File: src/rtl/pa_core_flowctrl_pkg.sv
// Shared encodings for the pipeline flow controller.
package pa_core_flowctrl_pkg;

  localparam int DATA_BUS_WIDTH = 32;

  typedef enum logic [1:0] {
    ST_RUN   = 2'd0,
    ST_PEND  = 2'd1,
    ST_FLUSH = 2'd2
  } state_t;

  typedef enum logic [1:0] {
    PK_NONE   = 2'd0,
    PK_TRAP   = 2'd1,
    PK_BRANCH = 2'd2
  } pend_kind_t;

  // Winner of the redirect priority select for the current cycle.
  typedef enum logic [1:0] {
    SEL_NONE   = 2'd0,
    SEL_RESET  = 2'd1,
    SEL_TRAP   = 2'd2,
    SEL_BRANCH = 2'd3
  } sel_t;

endpackage

File: src/rtl/pa_core_redirect_arb.sv
// Priority select among soft reset, trap (pending or live) and branch (pending or live).
module pa_core_redirect_arb
  import pa_core_flowctrl_pkg::*;
#(
  parameter int DATA_W = DATA_BUS_WIDTH
) (
  input  logic              soft_reset,
  input  logic              trap_req,
  input  logic [DATA_W-1:0] trap_addr,
  input  logic              branch_req,
  input  logic              branch_en,
  input  logic [DATA_W-1:0] branch_addr,
  input  logic [1:0]        pend_kind,
  input  logic [DATA_W-1:0] pend_addr,
  output logic [1:0]        sel,
  output logic [DATA_W-1:0] sel_addr
);

  // A latched entry wins over a live request of the same kind, so a held
  // trap is acked once and the first latched branch is kept.
  always_comb begin
    sel      = SEL_NONE;
    sel_addr = '0;
    if (soft_reset) begin
      sel = SEL_RESET;
    end else if (pend_kind == PK_TRAP) begin
      sel      = SEL_TRAP;
      sel_addr = pend_addr;
    end else if (trap_req) begin
      sel      = SEL_TRAP;
      sel_addr = trap_addr;
    end else if (pend_kind == PK_BRANCH) begin
      sel      = SEL_BRANCH;
      sel_addr = pend_addr;
    end else if (branch_req && branch_en) begin
      sel      = SEL_BRANCH;
      sel_addr = branch_addr;
    end
  end

endmodule

File: src/rtl/pa_core_flowctrl.sv
// Flow controller: arbitrates redirects, defers them across stalls and
// drives PC generator controls plus the IF/ID flush window.
module pa_core_flowctrl
  import pa_core_flowctrl_pkg::*;
#(
  parameter int DATA_W       = DATA_BUS_WIDTH,
  parameter int FLUSH_CYCLES = 2
) (
  input  logic              clk_i,
  input  logic              rst_n_i,
  input  logic              soft_reset_req_i,
  input  logic              trap_req_i,
  input  logic [DATA_W-1:0] trap_addr_i,
  input  logic              branch_req_i,
  input  logic [DATA_W-1:0] branch_addr_i,
  input  logic              mem_stall_i,
  input  logic              muldiv_busy_i,
  output logic              reset_flag_o,
  output logic              jump_flag_o,
  output logic [DATA_W-1:0] jump_addr_o,
  output logic              hold_flag_o,
  output logic              flush_o,
  output logic              trap_ack_o
);

  localparam int CNT_W = $clog2(FLUSH_CYCLES + 1);

  state_t            state_q, state_d;
  pend_kind_t        pend_kind_q, pend_kind_d;
  logic [DATA_W-1:0] pend_addr_q, pend_addr_d;
  logic [CNT_W-1:0]  cnt_q, cnt_d;
  logic              stall;
  logic              issue;
  logic [1:0]        sel;
  logic [DATA_W-1:0] sel_addr;

  assign stall       = mem_stall_i | muldiv_busy_i;
  assign hold_flag_o = stall;

  // Branches seen during the flush window come from wrong-path instructions.
  pa_core_redirect_arb #(
    .DATA_W(DATA_W)
  ) u_arb (
    .soft_reset (soft_reset_req_i),
    .trap_req   (trap_req_i),
    .trap_addr  (trap_addr_i),
    .branch_req (branch_req_i),
    .branch_en  (state_q != ST_FLUSH),
    .branch_addr(branch_addr_i),
    .pend_kind  (pend_kind_q),
    .pend_addr  (pend_addr_q),
    .sel        (sel),
    .sel_addr   (sel_addr)
  );

  always_ff @(posedge clk_i or negedge rst_n_i) begin
    if (!rst_n_i) begin
      state_q     <= ST_RUN;
      pend_kind_q <= PK_NONE;
      pend_addr_q <= '0;
      cnt_q       <= '0;
    end else begin
      state_q     <= state_d;
      pend_kind_q <= pend_kind_d;
      pend_addr_q <= pend_addr_d;
      cnt_q       <= cnt_d;
    end
  end

  always_comb begin
    state_d      = state_q;
    pend_kind_d  = pend_kind_q;
    pend_addr_d  = pend_addr_q;
    cnt_d        = cnt_q;
    reset_flag_o = 1'b0;
    jump_flag_o  = 1'b0;
    jump_addr_o  = '0;
    trap_ack_o   = 1'b0;
    issue        = 1'b0;

    // Outputs are gated by reset so nothing is issued while it is asserted.
    if (rst_n_i) begin
      case (sel)
        SEL_RESET: begin
          reset_flag_o = 1'b1;
          issue        = 1'b1;
        end
        SEL_TRAP, SEL_BRANCH: begin
          if (!stall) begin
            jump_flag_o = 1'b1;
            jump_addr_o = sel_addr;
            trap_ack_o  = (sel == SEL_TRAP);
            issue       = 1'b1;
          end else begin
            pend_kind_d = (sel == SEL_TRAP) ? PK_TRAP : PK_BRANCH;
            pend_addr_d = sel_addr;
          end
        end
        default: ;
      endcase
    end

    // cnt_q counts the FLUSH-state cycles left; the issue cycle flushes too.
    if (issue) begin
      pend_kind_d = PK_NONE;
      cnt_d       = CNT_W'(FLUSH_CYCLES - 1);
      state_d     = (FLUSH_CYCLES > 1) ? ST_FLUSH : ST_RUN;
    end else if (state_q == ST_FLUSH) begin
      cnt_d = cnt_q - CNT_W'(1);
      if (cnt_q <= CNT_W'(1)) begin
        state_d = (pend_kind_d != PK_NONE) ? ST_PEND : ST_RUN;
      end
    end else begin
      state_d = (pend_kind_d != PK_NONE) ? ST_PEND : ST_RUN;
    end

    flush_o = issue | (state_q == ST_FLUSH);
  end

endmodule
File: config.mk
export PLATFORM = sky130hd
export DESIGN_NAME = pa_core_flowctrl
export DESIGN_NICKNAME = d
export VERILOG_FILES = /design/src/rtl/pa_core_flowctrl_pkg.sv /design/src/rtl/pa_core_redirect_arb.sv /design/src/rtl/pa_core_flowctrl.sv
export SDC_FILE = /design/constraint.sdc
export NUM_CORES = 1
export LEC_CHECK = 0
export ABC_AREA = 1
export CAP_MARGIN = 20
export CORE_MARGIN = 2
export CORE_UTILIZATION = 40
export DETAILED_ROUTE_END_ITERATION = 10
export HOLD_SLACK_MARGIN = 0.06
export PLACE_DENSITY = 0.71
export SYNTH_ARGS = -nofsm -noshare
export SYNTH_HDL_FRONTEND = slang
export SYNTH_HIERARCHICAL = 1
export SYNTH_SLANG_ARGS = --single-unit
File: constraint.sdc
create_clock -name clk_i -period 5.8 [get_ports clk_i]
set_input_delay 1.16 -clock clk_i [delete_from_list [all_inputs] [get_ports clk_i]]
set_output_delay 1.16 -clock clk_i [all_outputs]
set_load 0.05 [all_outputs]
==> flow_summary.json, run 1 <==
{
  "status": "complete, no violations",
  "gp_congestion": 0.848,
  "fp.dieH_um": 93.2,
  "final_cells": 720,
  "start_util_pct": 41.2,
  "final_hold_viol_count": 0,
  "port_buffers": 107,
  "cts_tree": "yes",
  "power.density_nw_per_um2": 228,
  "avgSynthCellArea_um2": 5.97,
  "ys_types": 25,
  "hold_slack_ps": 506,
  "clockRootBuffer": "clkbuf_8",
  "die_x_um": 93.2,
  "dieArea_um2": 8680,
  "cp-start-kind": "input port",
  "clock_skew_ps": 4.41,
  "n_antenna_cell": 0,
  "grt-ovfl-total": 0,
  "synth.mux.area_fraction_pct": 0,
  "layout.nets": 689,
  "num_io_pins": 108,
  "final_cell_mix": "120 x nor2_1, 118 x nand2_1, 105 x clkdlybuf4s50_1, 80 x inv_1, 38 x dfrtp_1",
  "worst_slew_pin_slew_ps": 964,
  "finalCritPeriodShare_pct": 90.6,
  "dr.pass1.iters": 4,
  "drtIter0Drc": 223,
  "ctsResizeCount": 0,
  "cp.arrival_ps": 4100,
  "ys_seq_area_share_pct": 29.9,
  "drv_cap": 0,
  "synthTopCellsByArea": "dfrtp_1 30%, nor2_1 14%, nand2_1 14%, inv_1 9.4%, nand3_1 5.5%",
  "yosys.area_share.simple_pct": 35.9,
  "total_power_uw": 986,
  "cp.required_ps": 4640,
  "end_kind": "output port",
  "ys_seq_elements": 38,
  "final_common_cell": "nor2_1",
  "ir_drop_uv": 130,
  "cts_inserted_buffers": 5,
  "slew_headroom_pct": 35.5,
  "clock-sinks": 38,
  "htreeDepth": 2,
  "postCtsSetupRepairBufs": 0,
  "wire_per_inst_um": 12.7,
  "synthCells": 533,
  "wirelength_mm": 9.18,
  "drc": 0,
  "critPathKind": "input port to output port",
  "synth_top_family_by_area": "simple AND/OR/NAND/NOR gates",
  "critPathMaxFanout": 21,
  "hpwl_mm": 6.11,
  "clock_latency_ps": 290,
  "rsz0062_at_grt": "no",
  "power_leakage_uw": 0.00202,
  "netlist.area_leader.share_pct": 29.9,
  "fmax_ghz": 0.190,
  "grt_pass1_vias": 3240,
  "setup_viol": 0,
  "maxSlewViolCount": 0,
  "num_rows": 32,
  "synth_area_leader_cell": "dfrtp_1",
  "ant_nets": 0,
  "yosysWarnings": 6,
  "synth-xor-area-share_pct": 0,
  "vias_per_cell": 4.88,
  "grt_pass1_wl_mm": 15.3,
  "dp_cells": 712,
  "grt_use_total_pct": 21.5,
  "synth_compound_area_share_pct": 18.0,
  "vias": 3513,
  "drive_above_1_share_pct": 6.47,
  "syn_nets": 605,
  "clockBufferDepth": 2,
  "coreArea_um2": 7730,
  "postCtsHoldBufs": 0,
  "grt_start_max_net_pins": 67,
  "path_clk_slew_ps": 70,
  "syn_area_um2": 3180,
  "tns_ps": 0,
  "synth_fa_ha_area_share_pct": 0.393,
  "period_needed_ps": 5260,
  "hold_path_class": "register to register",
  "antenna_found_initial": 0,
  "synthToLayoutAreaGrowth_pct": 35.8
}
-- per-stage QoR --
step                      setup slack, ps  util, %  area (um^2)
after CTS                             516     55.9         4320
after global placement                643     54.7         4230
final                                 543     55.9         4320
after global routing                  222     55.9         4320
after floorplan                      2040        -         3180
after detailed placement              520     54.7         4230
-- where the power goes --
group / switching [uW] / internal (uW) / leakage [uW]
logic: 253 / 163 / 0.00147
clock network: 95.4 / 96.0 / 0.0000482
registers: 51.0 / 328 / 0.000499
-- cell type report --
| class | instances | area (um^2) |
|---|---|---|
| clock buffer | 7 | 86.3 |
| clock inverter | 1 | 5.00 |
| fill | 768 | 3410 |
| inverter | 84 | 315 |
| multi-input combinational | 377 | 1730 |
| sequential | 38 | 951 |
| tap | 102 | 128 |
| timing repair buffer | 111 | 1110 |
-- flip-flops by register name (all words and copies together) (netlist names) --
register	cells
pend_addr_q	32
pend_kind_q	2
state_q	2
cnt_q	2
-- cells by family (layout without fill, tap and decap cells) --
logic type                 after synthesis  count (layout)
AOI/OAI and AO/OA                       93              93
buffers and inverters                  118             203
adders and majority gates                1               1
and+or+nand+nor                        283             283
DFF                                     38              38
-- metal layers --
| layer | up-vias | wire length (um) | track usage, % | share of wire (%) |
|---|---|---|---|---|
| li1 | 1814 | - | - | - |
| met1 | 1567 | 4130 | 28.8 | 45 |
| met2 | 125 | 4380 | 36.5 | 48 |
| met3 | 7 | 553 | 3.06 | 6.0 |
| met4 | 0 | 113 | 5.39 | 1.2 |
| met5 | - | 0 | 0 | 0 |
-- cells in the mapped netlist --
library cell,count
o211ai_1,21
o21ai_0,17
a21oi_2,2
a21oi_1,22
nand3_1,35
o21ai_1,18
buf_2,15
nand2_4,2
nand4_1,1
buf_1,2
a31oi_1,1
nand3_2,1
buf_8,1
dfrtp_1,38
nand2_1,118
o21ai_2,12
buf_6,4
clkbuf_1,12
or2_2,1
nand2_2,3
nor2_2,1
inv_2,4
inv_1,80
nor2_1,121
ha_1,1
-- path summary, 6_finish.rpt --
| check | cells past startpoint | slack (ps) | startpoint | endpoint |
|---|---|---|---|---|
| worst max-delay path | 10 | 540 | branch_req_i | jump_addr_o[9] |
| worst min-delay path | 1 | 510 | cnt_q[0]$_DFFE_PN0P_ | cnt_q[0]$_DFFE_PN0P_ |
| max in group asynchronous | 2 | 4440 | rst_n_i | pend_addr_q[31]$_DFFE_PN0P_ |
| min in group asynchronous | 2 | 980 | rst_n_i | pend_addr_q[7]$_DFFE_PN0P_ |
| worst max register to register | 12 | 2760 | pend_kind_q[0]$_DFF_PN0_ | state_q[0]$_DFFE_PN0P_ |
| worst min register to register | 1 | 510 | cnt_q[0]$_DFFE_PN0P_ | cnt_q[0]$_DFFE_PN0P_ |
-- worst max-delay path, stage by stage --
cell and delay [ps]:
clkdlybuf4s50_1 730, nand2_1 150, inv_1 110, nand2_1 470, nor2_1 270, nor2_1 70
nor2_1 120, inv_1 70, nor2_1 120, clkdlybuf4s50_1 820
No activity file was read; power rests on OpenSTA's default activity.
==> inputs of run 2 (changes only) <==
CORE_MARGIN = unset   (was 2)
GPL_TIMING_DRIVEN = 0   (was unset)
==> run 2 against run 1 <==
Sequential power is essentially flat; sequential cell count is the same; final area grew 5.0%; via count grew 4.9%; final cell count grew 4.3%.
==> flow_summary.json, run 2 (same netlist as run 1, synthesis figures left out) <==
{
  "status": "complete, no violations",
  "num_io_pins": 108,
  "vias": 3684,
  "period_needed_ps": 4970,
  "clockRootBuffer": "clkbuf_8",
  "grt_pass1_vias": 3462,
  "seq_area_um2": 951,
  "power_frac_comb_pct": 40.6,
  "cts_inserted_buffers": 5,
  "wirelength_mm": 9.89,
  "switching_share_pct": 37.5,
  "layout.nets": 720,
  "clock_skew_ps": 7.07,
  "worst_slew_pin_slew_ps": 587,
  "vias_per_cell": 4.91,
  "final_hold_viol_count": 0,
  "clockBufferDepth": 2,
  "postCtsHoldBufs": 0,
  "rsz0062_at_grt": "no",
  "tns_ps": 0,
  "total_power_uw": 1100,
  "hold_path_class": "register to register",
  "port_buffers": 107,
  "dieArea_um2": 8310,
  "finalCoreUtilization_pct": 58.7,
  "gp_congestion": 0.836,
  "n_antenna_cell": 0,
  "num_rows": 32,
  "grt_pass1_wl_mm": 16.2,
  "path_clk_slew_ps": 70,
  "power_leakage_uw": 0.00213,
  "num-fill-cells": 753,
  "largest_reg_flops": 32,
  "ant_nets": 0,
  "ctsResizeCount": 0,
  "htreeDepth": 2,
  "critPathKind": "input port to output port",
  "wire_per_inst_um": 13.2,
  "switching_power_uw": 413,
  "drc": 0,
  "top_register": "pend_addr_q",
  "finalCritPeriodShare_pct": 85.7,
  "die_x_um": 91.2,
  "drtIter0Drc": 216,
  "slew_headroom_pct": 60.8,
  "grt_start_max_net_pins": 41,
  "coreArea_um2": 7730,
  "dr.pass1.iters": 5,
  "clkPwrFrac_pct": 25.3,
  "critPathMaxFanout": 10,
  "cp.required_ps": 4640,
  "synthToLayoutAreaGrowth_pct": 42.6,
  "postCtsSetupRepairBufs": 0,
  "final_common_cell": "nor2_1",
  "drv_cap": 0,
  "fp.dieH_um": 91.2,
  "multi_input_area_um2": 1730,
  "fmax_ghz": 0.201,
  "start_util_pct": 41.2,
  "grt_use_total_pct": 24.2,
  "place_ws_ps": 864,
  "p_int_uw": 690,
  "clock-sinks": 38,
  "setup_slack_ps": 830,
  "p_seq_share_pct": 34.1,
  "clock_latency_ps": 290,
  "hpwl_mm": 7.17,
  "ir_drop_uv": 145,
  "hold_slack_ps": 497,
  "antenna_found_initial": 0,
  "maxSlewViolCount": 0,
  "cp.arrival_ps": 3810,
  "final_cell_mix": "121 x nor2_1, 118 x nand2_1, 106 x clkdlybuf4s50_1, 80 x inv_1, 38 x dfrtp_1",
  "drive_above_1_share_pct": 8.63,
  "cp-start-kind": "input port",
  "end_kind": "output port",
  "cts_tree": "yes",
  "power.density_nw_per_um2": 243,
  "grt-ovfl-total": 0,
  "setup_viol": 0
}
run 2: changes by cell type in the layout (fill, tap and decap cells not counted), sizes merged:
| cell | before | now |
|---|---|---|
| clkdlybuf4s50 | 105 | 106 |
| clkbuf | 7 | 18 |
| bufinv | 0 | 2 |
| buf | 6 | 24 |
| clkinv | 1 | 0 |
run 2: worst max-delay path: stages:
cell and delay [ps]:
clkdlybuf4s50_1 570, nor2_2 100, buf_2 210, a31oi_1 210, nand2_1 90, inv_2 110
nand2_4 110, buf_2 220, nor2_1 180, clkdlybuf4s50_1 830
run 2: path summary, 6_finish.rpt:
path / start / to / slack, ps / cells after the start
max: trap_req_i / jump_addr_o[27] / 830 / 10
min: cnt_q[1]$_DFFE_PN0P_ / cnt_q[1]$_DFFE_PN0P_ / 500 / 2
max reg2reg: pend_kind_q[0]$_DFF_PN0_ / pend_addr_q[12]$_DFFE_PN0P_ / 3550 / 10
min reg2reg: cnt_q[1]$_DFFE_PN0P_ / cnt_q[1]$_DFFE_PN0P_ / 500 / 2
max in group asynchronous: rst_n_i / cnt_q[0]$_DFFE_PN0P_ / 4770 / 2
min in group asynchronous: rst_n_i / pend_addr_q[17]$_DFFE_PN0P_ / 830 / 2
run 2: routing by layer:
layer	part of all wire (%)	vias up	GRT usage [%]
met5	0	-	0
met4	1.4	0	7.41
met3	8.1	10	4.52
met2	49	161	41.0
met1	42	1631	31.3
li1	-	1882	-
run 2: area by class of cell:
class                      instances  area share [%]
timing repair buffer             108            23.9
inverter                          84            6.95
tap                              102            2.81
multi-input combinational        377            38.1
buffer                            34            4.14
clock buffer                       6            1.82
sequential                        38            21.0
clock inverter                     2            1.32
run 2: power by group through the flow:
stage | Clock [uW] | Sequential, uW | Combinational, uW
6_report | 279 | 376 | 448
5_1_grt | 296 | 384 | 504
4_1_cts | 284 | 375 | 447
3_5_place_dp | 0 | 379 | 444
3_3_place_gp | 0 | 375 | 430
2_1_floorplan | 0 | 368 | 306
run 2: metrics by stage:
| step | instance area (um^2) | std cells |
|---|---|---|
| finish | 4540 | 751 |
| detailed placement | 4390 | 743 |
| global route | 4540 | 751 |
| CTS | 4540 | 751 |
| floorplan | 3180 | 533 |
| global placement | 4380 | 742 |
==> inputs of run 3 (changes only) <==
SLEW_MARGIN = 20   (was unset)
==> run 3 against run 2 <==
Setup slack better by 1.8 ps; combinational power hardly changed; hold slack better by 1.9 ps; final area is 0.17% higher; sequential cell count stayed put; via count is 0.30% lower; first-iteration DRC count is 7.4% lower; sequential share of layout area hardly changed; largest cell class unchanged.
==> flow_summary.json, run 3 (same netlist as run 1, synthesis figures left out) <==
{
  "worst_slew_pin_slew_ps": 560,
  "ant_nets": 0,
  "grt_use_total_pct": 24.5,
  "coreArea_um2": 7730,
  "ir_drop_uv": 115,
  "hold_start": "cnt_q[1]$_DFFE_PN0P_",
  "postCtsSetupRepairBufs": 0,
  "num_rows": 32,
  "dieArea_um2": 8310,
  "final_hold_viol_count": 0,
  "cp.required_ps": 4640,
  "clock_skew_ps": 4.67,
  "htreeDepth": 2,
  "ctsResizeCount": 0,
  "critPathMaxFanout": 10,
  "reg2reg_from": "pend_kind_q[0]$_DFF_PN0_",
  "period_needed_ps": 4970,
  "postCtsHoldBufs": 0,
  "synthToLayoutAreaGrowth_pct": 42.9,
  "grt-ovfl-total": 0,
  "die_x_um": 91.2,
  "total_power_uw": 1100,
  "setup_viol": 0,
  "end_kind": "output port",
  "top_register": "pend_addr_q",
  "maxSlewViolCount": 0,
  "hold_path_class": "register to register",
  "cts_inserted_buffers": 5,
  "grt_pass1_vias": 3530,
  "clock_latency_ps": 290,
  "rsz0062_at_grt": "no",
  "cts_tree": "yes",
  "cp.arrival_ps": 3810,
  "wire_per_inst_um": 13.1,
  "grt_start_max_net_pins": 23,
  "grt_pass1_wl_mm": 16.4,
  "fmax_ghz": 0.201,
  "final_cells": 751,
  "start_util_pct": 41.2,
  "final_common_cell": "nor2_1",
  "slew_headroom_pct": 62.7,
  "worstSetupStartpoint": "trap_req_i",
  "critPathKind": "input port to output port",
  "setup_slack_ps": 832,
  "vias_per_cell": 4.89,
  "wirelength_mm": 9.84,
  "fp.dieH_um": 91.2,
  "clockRootBuffer": "clkbuf_8",
  "port_buffers": 107,
  "antenna_found_initial": 0,
  "power.density_nw_per_um2": 242,
  "n_antenna_cell": 0,
  "cp-start-kind": "input port",
  "hpwl_mm": 7.26,
  "dr.pass1.iters": 5,
  "status": "complete, no violations",
  "layout.nets": 720,
  "clockBufferDepth": 2,
  "drc": 0,
  "place_ws_ps": 850,
  "dp_cells": 743,
  "drtIter0Drc": 200,
  "power_leakage_uw": 0.00213,
  "drv_cap": 0,
  "final_cell_mix": "121 x nor2_1, 118 x nand2_1, 106 x clkdlybuf4s50_1, 80 x inv_1, 38 x dfrtp_1",
  "num_io_pins": 108,
  "path_clk_slew_ps": 70,
  "vias": 3673,
  "drive_above_1_share_pct": 8.63,
  "gp_congestion": 0.836,
  "largest_reg_flops": 32,
  "finalCritPeriodShare_pct": 85.7,
  "clock-sinks": 38
}
## run 3: cell counts in the layout (fill, tap and decap cells not counted)
No cell type changed its count.
## run 3: critical path: stages
cell and delay [ps]:
clkdlybuf4s50_1 580, nor2_2 110, buf_2 210, a31oi_1 210, nand2_1 90, inv_2 120, nand2_4 100, buf_2 210
nor2_1 170, clkdlybuf4s50_1 830
## run 3: report_power, final
| group | switching, uW | internal [uW] | leakage (uW) |
|---|---|---|---|
| combinational | 269 | 179 | 0.00156 |
| sequential | 47.9 | 328 | 0.000499 |
| clock | 93.9 | 183 | 0.0000714 |
| total | 411 | 690 | 0.00213 |
## run 3: through the flow
| step | instance area, um^2 | util, % | setup TNS, ps | hold WS [ps] |
|---|---|---|---|---|
| after floorplan | 3180 | - | 0 | 453 |
| after global routing | 4540 | 58.8 | 0 | 521 |
| after global placement | 4380 | 56.7 | -6.67 | 472 |
| after detailed placement | 4400 | 57.0 | 0 | 483 |
| final | 4540 | 58.8 | 0 | 499 |
| after CTS | 4540 | 58.8 | 0 | 503 |
## run 3: path summary, 6_finish.rpt
check,end,slack (ps),cells past startpoint
setup / recovery,jump_addr_o[30],830,10
hold / removal,cnt_q[1]$_DFFE_PN0P_,500,2
setup reg to reg,pend_addr_q[12]$_DFFE_PN0P_,3560,9
hold reg to reg,cnt_q[1]$_DFFE_PN0P_,500,2
max in group asynchronous,pend_addr_q[12]$_DFFE_PN0P_,4490,2
min in group asynchronous,state_q[0]$_DFFE_PN0P_,830,1
## run 3: metal layers
| layer | vias to the layer above | wire length, um | track usage, % |
|---|---|---|---|
| met5 | - | 0 | 0 |
| met4 | 0 | 170 | 8.60 |
| met3 | 15 | 764 | 4.19 |
| met2 | 153 | 4660 | 41.0 |
| met1 | 1629 | 4240 | 31.9 |
| li1 | 1876 | - | - |
## run 3: cell type report
type | instances | area, um^2
fill | 742 | 3180
multi-input combinational | 377 | 1730
timing repair buffer | 108 | 1090
sequential | 38 | 951
inverter | 84 | 315
buffer | 34 | 188
tap | 102 | 128
clock buffer | 6 | 82.6
clock inverter | 2 | 60.1
